==> src/rtl/piso_pkg.sv <==
// Shared types and helpers for the parametrised PISO serializer.
package piso_pkg;

  typedef enum logic {IDLE, SHIFT} piso_state_e;

  function automatic int frame_len(input int width, input bit parity);
    return parity ? width + 1 : width;
  endfunction

endpackage

==> src/rtl/piso_bit_counter.sv <==
// Saturating frame-bit counter: counts 0..MAX, cleared on every load.
module piso_bit_counter #(
  parameter int MAX = 7,
  parameter int CW  = $clog2(MAX + 1)
) (
  input  logic          clk,
  input  logic          rst_n,
  input  logic          clr,
  input  logic          inc,
  output logic [CW-1:0] count,
  output logic          at_max
);

  assign at_max = (count == CW'(MAX));

  // NOTE: registers use non-blocking (<=) so every flop samples pre-edge values.
  always_ff @(posedge clk) begin
    if (!rst_n) begin
      count <= '0;
    end else if (clr) begin
      count <= '0;
    end else if (inc && !at_max) begin
      count <= count + 1'b1;
    end
  end

endmodule

==> src/rtl/piso_serializer.sv <==
// Parallel-in/serial-out serializer with valid/ready load and gapless frames.
// Define PISO_PARITY_EN to append an even-parity bit as the final frame bit.
module piso_serializer
  import piso_pkg::*;
#(
  parameter int WIDTH      = 8,
  parameter bit LSB_FIRST  = 1'b1,
  parameter bit IDLE_LEVEL = 1'b1
) (
  input  logic             clk,
  input  logic             rst_n,
  input  logic             load_valid,
  output logic             load_ready,
  input  logic [WIDTH-1:0] data_i,
  input  logic             shift_en,
  output logic             serial_o,
  output logic             serial_valid,
  output logic             last_o,
  output logic             busy
);

`ifdef PISO_PARITY_EN
  localparam int FRAME_LEN = frame_len(WIDTH, 1'b1);
`else
  localparam int FRAME_LEN = frame_len(WIDTH, 1'b0);
`endif
  localparam int CNT_W = $clog2(WIDTH + 1);

  piso_state_e          state;
  logic [FRAME_LEN-2:0] rest;     // frame bits still to be presented after serial_o
  logic [WIDTH-1:0]     ordered;
  logic [FRAME_LEN-1:0] frame;
  logic [CNT_W-1:0]     count;
  logic                 at_max;
  logic                 accept;
  logic                 advance;
  logic                 frame_end;

  // NOTE: every always_comb output gets a default first so no latch is inferred.
  always_comb begin
    ordered = '0;
    for (int i = 0; i < WIDTH; i++) begin
      ordered[i] = LSB_FIRST ? data_i[i] : data_i[WIDTH-1-i];
    end
  end

`ifdef PISO_PARITY_EN
  assign frame = {^data_i, ordered};
`else
  assign frame = ordered;
`endif

  assign load_ready = (state == IDLE) || ((state == SHIFT) && at_max && shift_en);
  assign accept     = load_valid && load_ready;
  assign advance    = (state == SHIFT) && shift_en && !at_max;
  assign frame_end  = (state == SHIFT) && shift_en && at_max && !accept;
  assign busy       = serial_valid;

  piso_bit_counter #(
    .MAX (FRAME_LEN - 1),
    .CW  (CNT_W)
  ) u_bit_counter (
    .clk    (clk),
    .rst_n  (rst_n),
    .clr    (accept || frame_end),
    .inc    (advance),
    .count  (count),
    .at_max (at_max)
  );

  always_ff @(posedge clk) begin
    if (!rst_n) begin
      state        <= IDLE;
      rest         <= {(FRAME_LEN-1){IDLE_LEVEL}};
      serial_o     <= IDLE_LEVEL;
      serial_valid <= 1'b0;
      last_o       <= 1'b0;
    end else if (accept) begin
      state        <= SHIFT;
      rest         <= frame[FRAME_LEN-1:1];
      serial_o     <= frame[0];
      serial_valid <= 1'b1;
      last_o       <= 1'b0;
    end else if (advance) begin
      rest         <= (FRAME_LEN-1)'({IDLE_LEVEL, rest} >> 1);
      serial_o     <= rest[0];
      last_o       <= (count == CNT_W'(FRAME_LEN - 2));
    end else if (frame_end) begin
      state        <= IDLE;
      rest         <= {(FRAME_LEN-1){IDLE_LEVEL}};
      serial_o     <= IDLE_LEVEL;
      serial_valid <= 1'b0;
      last_o       <= 1'b0;
    end
  end

endmodule

==> config.mk <==
export PLATFORM = sky130hd
export DESIGN_NAME = piso_serializer
export DESIGN_NICKNAME = d
export VERILOG_FILES = /design/src/rtl/piso_pkg.sv /design/src/rtl/piso_bit_counter.sv /design/src/rtl/piso_serializer.sv
export SDC_FILE = /design/constraint.sdc
export NUM_CORES = 1
export LEC_CHECK = 0
export ABC_AREA = 0
export BUFFER_PORTS_ARGS = -buffer_cell sky130_fd_sc_hd__buf_4
export CELL_PAD_IN_SITES_DETAIL_PLACEMENT = 1
export CELL_PAD_IN_SITES_GLOBAL_PLACEMENT = 1
export CORE_MARGIN = 5
export CORE_UTILIZATION = 38
export DETAILED_ROUTE_END_ITERATION = 8
export HOLD_SLACK_MARGIN = 0.06
export PLACE_DENSITY_LB_ADDON = 0.1
export SLEW_MARGIN = 10
export SYNTH_ARGS = -nofsm -noshare
export SYNTH_HDL_FRONTEND = slang
export SYNTH_SLANG_ARGS = --single-unit
==> constraint.sdc <==
create_clock -name clk -period 1.7 [get_ports clk]
set_input_delay 0.085 -clock clk [delete_from_list [all_inputs] [get_ports clk]]
set_output_delay 0.085 -clock clk [all_outputs]
set_load 0.02 [all_outputs]
Word level (Yosys, flattened, before mapping)
Cells that the tools add are included.

storage, ports and cells
  memory bits (writable) = 0
  ROM bits = 0
  input port bits = 12
  output and inout bits = 5
  flip-flop bits (word level) = 14
  word-level logic and storage cells = 39
  latch bits = 0
  memories = 0

operators by class
  eq/ne operators = 3
  $add $sub $neg = 1
  order comparisons = 0
  $mul = 0
  reductions and logical operators = 18
  bitwise gates (word level) = 2
  multiplexer cells = 10
  div/mod/pow operators = 0
  shift-type cells = 0

operators with widths
  operator               count
  $mux W7                3
  $eq A4 B3 Y1 const B   2
  $logic_and A1 B1 Y1    8
  $mux W1                7
  $add A4 B1 Y4 const B  1
  $reduce_bool A2 Y1     2
  $reduce_or A2 Y1       2
  $reduce_bool A3 Y1     1
  $logic_not A1 Y1       2
  $logic_or A1 B1 Y1     2
  $ne A2 B2 Y1 const B   1
  $not A1 Y1             2
  $reduce_and A2 Y1      1

Depth between registers and ports, before layout
  depth after elaboration = 10
  mapped depth = 5
  gate-level depth less buffers = 5

Hierarchy
From an unflattened synthesis, not the netlist that was laid out.

unflattened totals
  cell total of the unflattened synthesis = 85
  area, all modules = 744.5 µm²

modules (own cells, without submodules)
  module            area each (µm²)  seq. area each (µm²)  instances  cells each
  piso_serializer   534.3            200.2                 1          62
  piso_bit_counter  210.2            80.1                  1          23

Worst setup path before layout
No wires, ideal clock.

  path kind = register -> register
  start = register u_bit_counter.count[0]
  end = register last_o
  data required time = 1.621 ns
  slack = 0.231 ns
  arrival time = 1.389 ns
  period minus slack after synthesis = 1.469 ns
  buffers on the path = 1
  cell stages (with the launch flop) = 6
  setup time = 0.079 ns
  path through = dfxtp_1 -> ha_1 -> and3b_1 -> buf_6 -> or3_4 -> a211oi_2

between the ends
  word-level cells in the longest chain between the ends = 8
  elaborated cells between the ends (all ways) = 14
  those cells by class = eq/ne: 2; mux: 1; reduce/logical: 11

RTL lines
  item                                 line                    source
  start: declaration                   piso_bit_counter.sv:10  output logic [CW-1:0] count,
  start signal: assignment             piso_bit_counter.sv:23  count <= count + 1'b1;
  $eq A4 B3 Y1                         piso_bit_counter.sv:14  assign at_max = (count == CW'(MAX));
  $logic_and A1 B1 Y1 (2 in series)    piso_serializer.sv:53   assign load_ready = (state == IDLE) || ((state == SHIFT) && at_max && shift_en);
  $logic_or A1 B1 Y1                   piso_serializer.sv:53
  $logic_and A1 B1 Y1                  piso_serializer.sv:54   assign accept = load_valid && load_ready;
  $logic_not A1 Y1                     piso_serializer.sv:56   assign frame_end = (state == SHIFT) && shift_en && at_max && !accept;
  $logic_and A1 B1 Y1                  piso_serializer.sv:56
  $reduce_bool A2 Y1 (no source line)  -
  end signal: assignment               piso_serializer.sv:87   last_o <= (count == CNT_W'(FRAME_LEN - 2));
  end: declaration                     piso_serializer.sv:18   output logic last_o,

Several ways; a longest one is shown, not always the timed one.
A chain may end at the register's enable or synchronous reset.

Final worst setup path
  start = register u_bit_counter.count[0]
  end = output load_ready

between the ends
  word-level cells in the longest chain between the ends = 4

RTL lines
  item                               line                    source
  $eq A4 B3 Y1                       piso_bit_counter.sv:14
  $logic_and A1 B1 Y1 (2 in series)  piso_serializer.sv:53
  $logic_or A1 B1 Y1                 piso_serializer.sv:53
  end: declaration                   piso_serializer.sv:13   output logic load_ready,

No other way between the ends.

==> run_results.csv <==
group,metric,value,unit
critical_path,worst_ep_required_time,1.62,ns
global_routing,grt_pass1_vias,679,
synth,netlist_instances,81,
layout,fin_nets,115,
synth,ys_ff_latch,14,
placed_design,dpl-instance-area,887,sq um
critical_path,worstPathArrival,1.47,ns
clocking,insertion_delay,0.28,ns
sta,rsz0062_at_grt,"false",
power_and_ir_drop,switching_power,188,uW
sta,finalCriticalPeriod,1.56,ns
layout,fin_area,946,sq um
synth,synth-seq-area-share,36.9,%
floorplan,die_x,54.7,um
sta,skew,0.00800,ns
clocking,cts.htree.levels,1,
power_and_ir_drop,comb_power_share,16.7,%
sta,hold_ws,0.0902,ns
routing,detail-route-antenna-nets,0,
clocking,cts_buffers,3,
routing,wl_per_cell,15.0,um
clocking,cts.clk_slew.worst_paths,0.08,ns
global_routing,grt.overflow.total,0,
placed_design,finalWeightedCongestion,0.706,
worst_hold_path,worstHoldEndpoint,"rest[6]",
power_and_ir_drop,p_int,530,uW
sta,hold_violations,0,
global_routing,grt_usage,14.6,%
clocking,cts_setup_buffers,0,
routing,post-route-drc-count,0,
critical_path,reg2reg_depth,4,
layout,syn2layout_area_growth,24.5,%
clocking,root_buffer,"clkbuf_4",
critical_path,r2r_start,"u_bit_counter.count[0]",
clocking,cts_tree,"yes",
routing,wirelength,1910,um
synth,syn_nets,95,
critical_path,critPathMaxFanout,10,
sta,max_slew_margin,66.9,%
layout,drive_above_1_share,33.0,%
synth,avgSynthCellArea,9.38,sq um
sta,setup_viol,0,
global_routing,antenna_found_initial,0,
clocking,cts.path.max_buffers,2,
sta,worstMarginPinSlew,0.496,ns
sta,max_freq,643,MHz
synth,ys.flop_type,"dfxtp_1",
worst_hold_path,hold_path_depth,3,
global_routing,grt_pass1_wl,3150,um
floorplan,core,1940,sq um
critical_path,reg2reg_slack,0.18,ns
power_and_ir_drop,seqPwrFrac,49.8,%
routing,drt_first_pass_iters,4,
critical_path,path_class,"reg -> out",
critical_path,critPathCaptureType,"output port",
sta,slew_violations,0,
synth,netlist_area,759,sq um
power_and_ir_drop,ir_drop,0.413,mV
worst_hold_path,hold_start,"data_i[7]",
clocking,clock-sinks,14,
routing,vias_per_cell,5.39,
run_status,status,"complete, no violations",
power_and_ir_drop,switching_share,26.2,%
placed_design,post-place-ws,0.140,ns
routing,route.vias.total,685,
floorplan,dieHeight,54.7,um
synth,netlist-cell-type-count,28,
power_and_ir_drop,leakage,0.000364,uW
routing,drt_first_iter_violations,20,
floorplan,start_util,39.1,%
power_and_ir_drop,power.density,759,nW/um^2
power_and_ir_drop,clkPwrFrac,33.5,%
sta,fin_crit_sh,91.5,%
synth,synth_edf_count,0,
floorplan,rows,16,
critical_path,crit_start,"u_bit_counter.count[0]",
floorplan,die_area,2990,sq um
global_routing,grt_max_degree,16,
placed_design,dp_hpwl,1370,um
placed_design,portBuffers,16,
synth,synth-async-reset-ratio,0,%
sta,setup_ws,0.145,ns
sta,fin_setup_tns,0,ns
synth,yosys_warnings,0,
critical_path,rr_endpoint,"u_bit_counter.count[0]",
job,drv_cap,0,
layout,diodes,0,
worst_hold_path,min_path_type,"in -> reg",
floorplan,io_pins,17,
critical_path,cp-start-kind,"flop",
==> power by group through the flow <==
stage	combinational (uW)	clock, uW	sequential (uW)
CTS	120	248	358
detailed placement	118	0	366
global placement	117	0	364
finish	120	240	358
global route	133	261	361
floorplan	68.9	0	368
==> final cells by class <==
cell class | instances | area, sq um
Fill cell | 232 | 996
Multi-Input combinational cell | 58 | 424
Sequential cell | 14 | 280
Timing Repair Buffer | 21 | 160
Clock buffer | 4 | 36.3
Tap cell | 27 | 33.8
Inverter | 3 | 11.3
==> worst max-delay path: stages (launching register included) <==
cell	delay, ns
dfxtp_1	0.43
ha_2	0.26
nand4b_4	0.19
nand2_1	0.16
buf_4	0.15
==> cells in the mapped netlist (2+ instances only) <==
master	count	share of area [%]
a211oi_1	9	8.9
a211oi_2	3	4.9
a21oi_1	8	5.3
buf_2	2	1.3
clkbuf_8	2	3.6
dfxtp_1	14	37
ha_1	2	3.3
inv_1	2	0.99
nand2_1	3	1.5
nand3_1	2	1.3
nand3b_1	2	2.0
nor3_1	8	5.3
o21ai_0	2	1.3
o31ai_1	7	6.9
or3_1	2	1.6
==> cell usage in the layout, fill, tap and decap left out, drive strengths merged, types with 2 or more instances in the layout <==
master | netlist | routed
nor3 | 8 | 8
nand3 | 2 | 2
ha | 2 | 2
dfxtp | 14 | 14
clkbuf | 2 | 4
nand3b | 2 | 2
or3 | 3 | 3
buf | 4 | 20
o31ai | 7 | 7
inv | 2 | 2
a21oi | 9 | 9
a211oi | 12 | 12
nand2 | 4 | 4
o21ai | 2 | 2
==> worst max-delay path by stage <==
stage / endpoint / slack (ns) / cells past startpoint
finish: load_ready / 0.14 / 4
global route: u_bit_counter.count[0] / 0.06 / 4
CTS: load_ready / 0.0006 / 4
detailed placement: u_bit_counter.count[2] / 0.14 / 4
global placement: u_bit_counter.count[2] / 0.21 / 4
floorplan: last_o / 0.23 / 5
==> repair_timing <==
item / CTS / global route
resized for setup: 0 / 3
endpoints found under the hold margin: 1 / 0
hold buffers: 1 / 0
endpoints found under the setup margin: 0 / 2
==> sequential cells by signal, summed over array words and instances, names as in the netlist <==
register,cells
last_o,1
rest,7
serial_o,1
state,1
u_bit_counter.count,4
==> per-layer routing <==
| metal | vias to the layer above | GRT usage (%) | routed length [um] |
|---|---|---|---|
| met4 | 0 | 2.49 | 13 |
| met5 | - | 0 | 0 |
| met2 | 14 | 23.8 | 842 |
| met1 | 320 | 19.9 | 952 |
| li1 | 349 | - | - |
| met3 | 2 | 3.00 | 98 |
==> kinds of logic (layout without fill, tap and decap cells) <==
kind of cell	Yosys count	in the layout	synth area share, %
buffers and inverters	9	28	8.90
multiplexers	1	1	1.32
flip-flops	14	14	36.9
AO/OA/AOI/OAI	31	31	29.5
AND/OR/NAND/NOR	23	23	18.9
XOR/XNOR	1	1	1.15
adder cells (fa/ha/maj)	2	2	3.29
==> stage by stage <==
stage / std cells / util, % / total power (uW)
final: 127 / 48.7 / 718
after global routing: 127 / 48.7 / 754
after CTS: 127 / 48.1 / 726
after detailed placement: 122 / 45.7 / 484
after global placement: 122 / 45.7 / 481
after floorplan: 81 / - / 437
No activity file was read; power rests on OpenSTA's default activity.
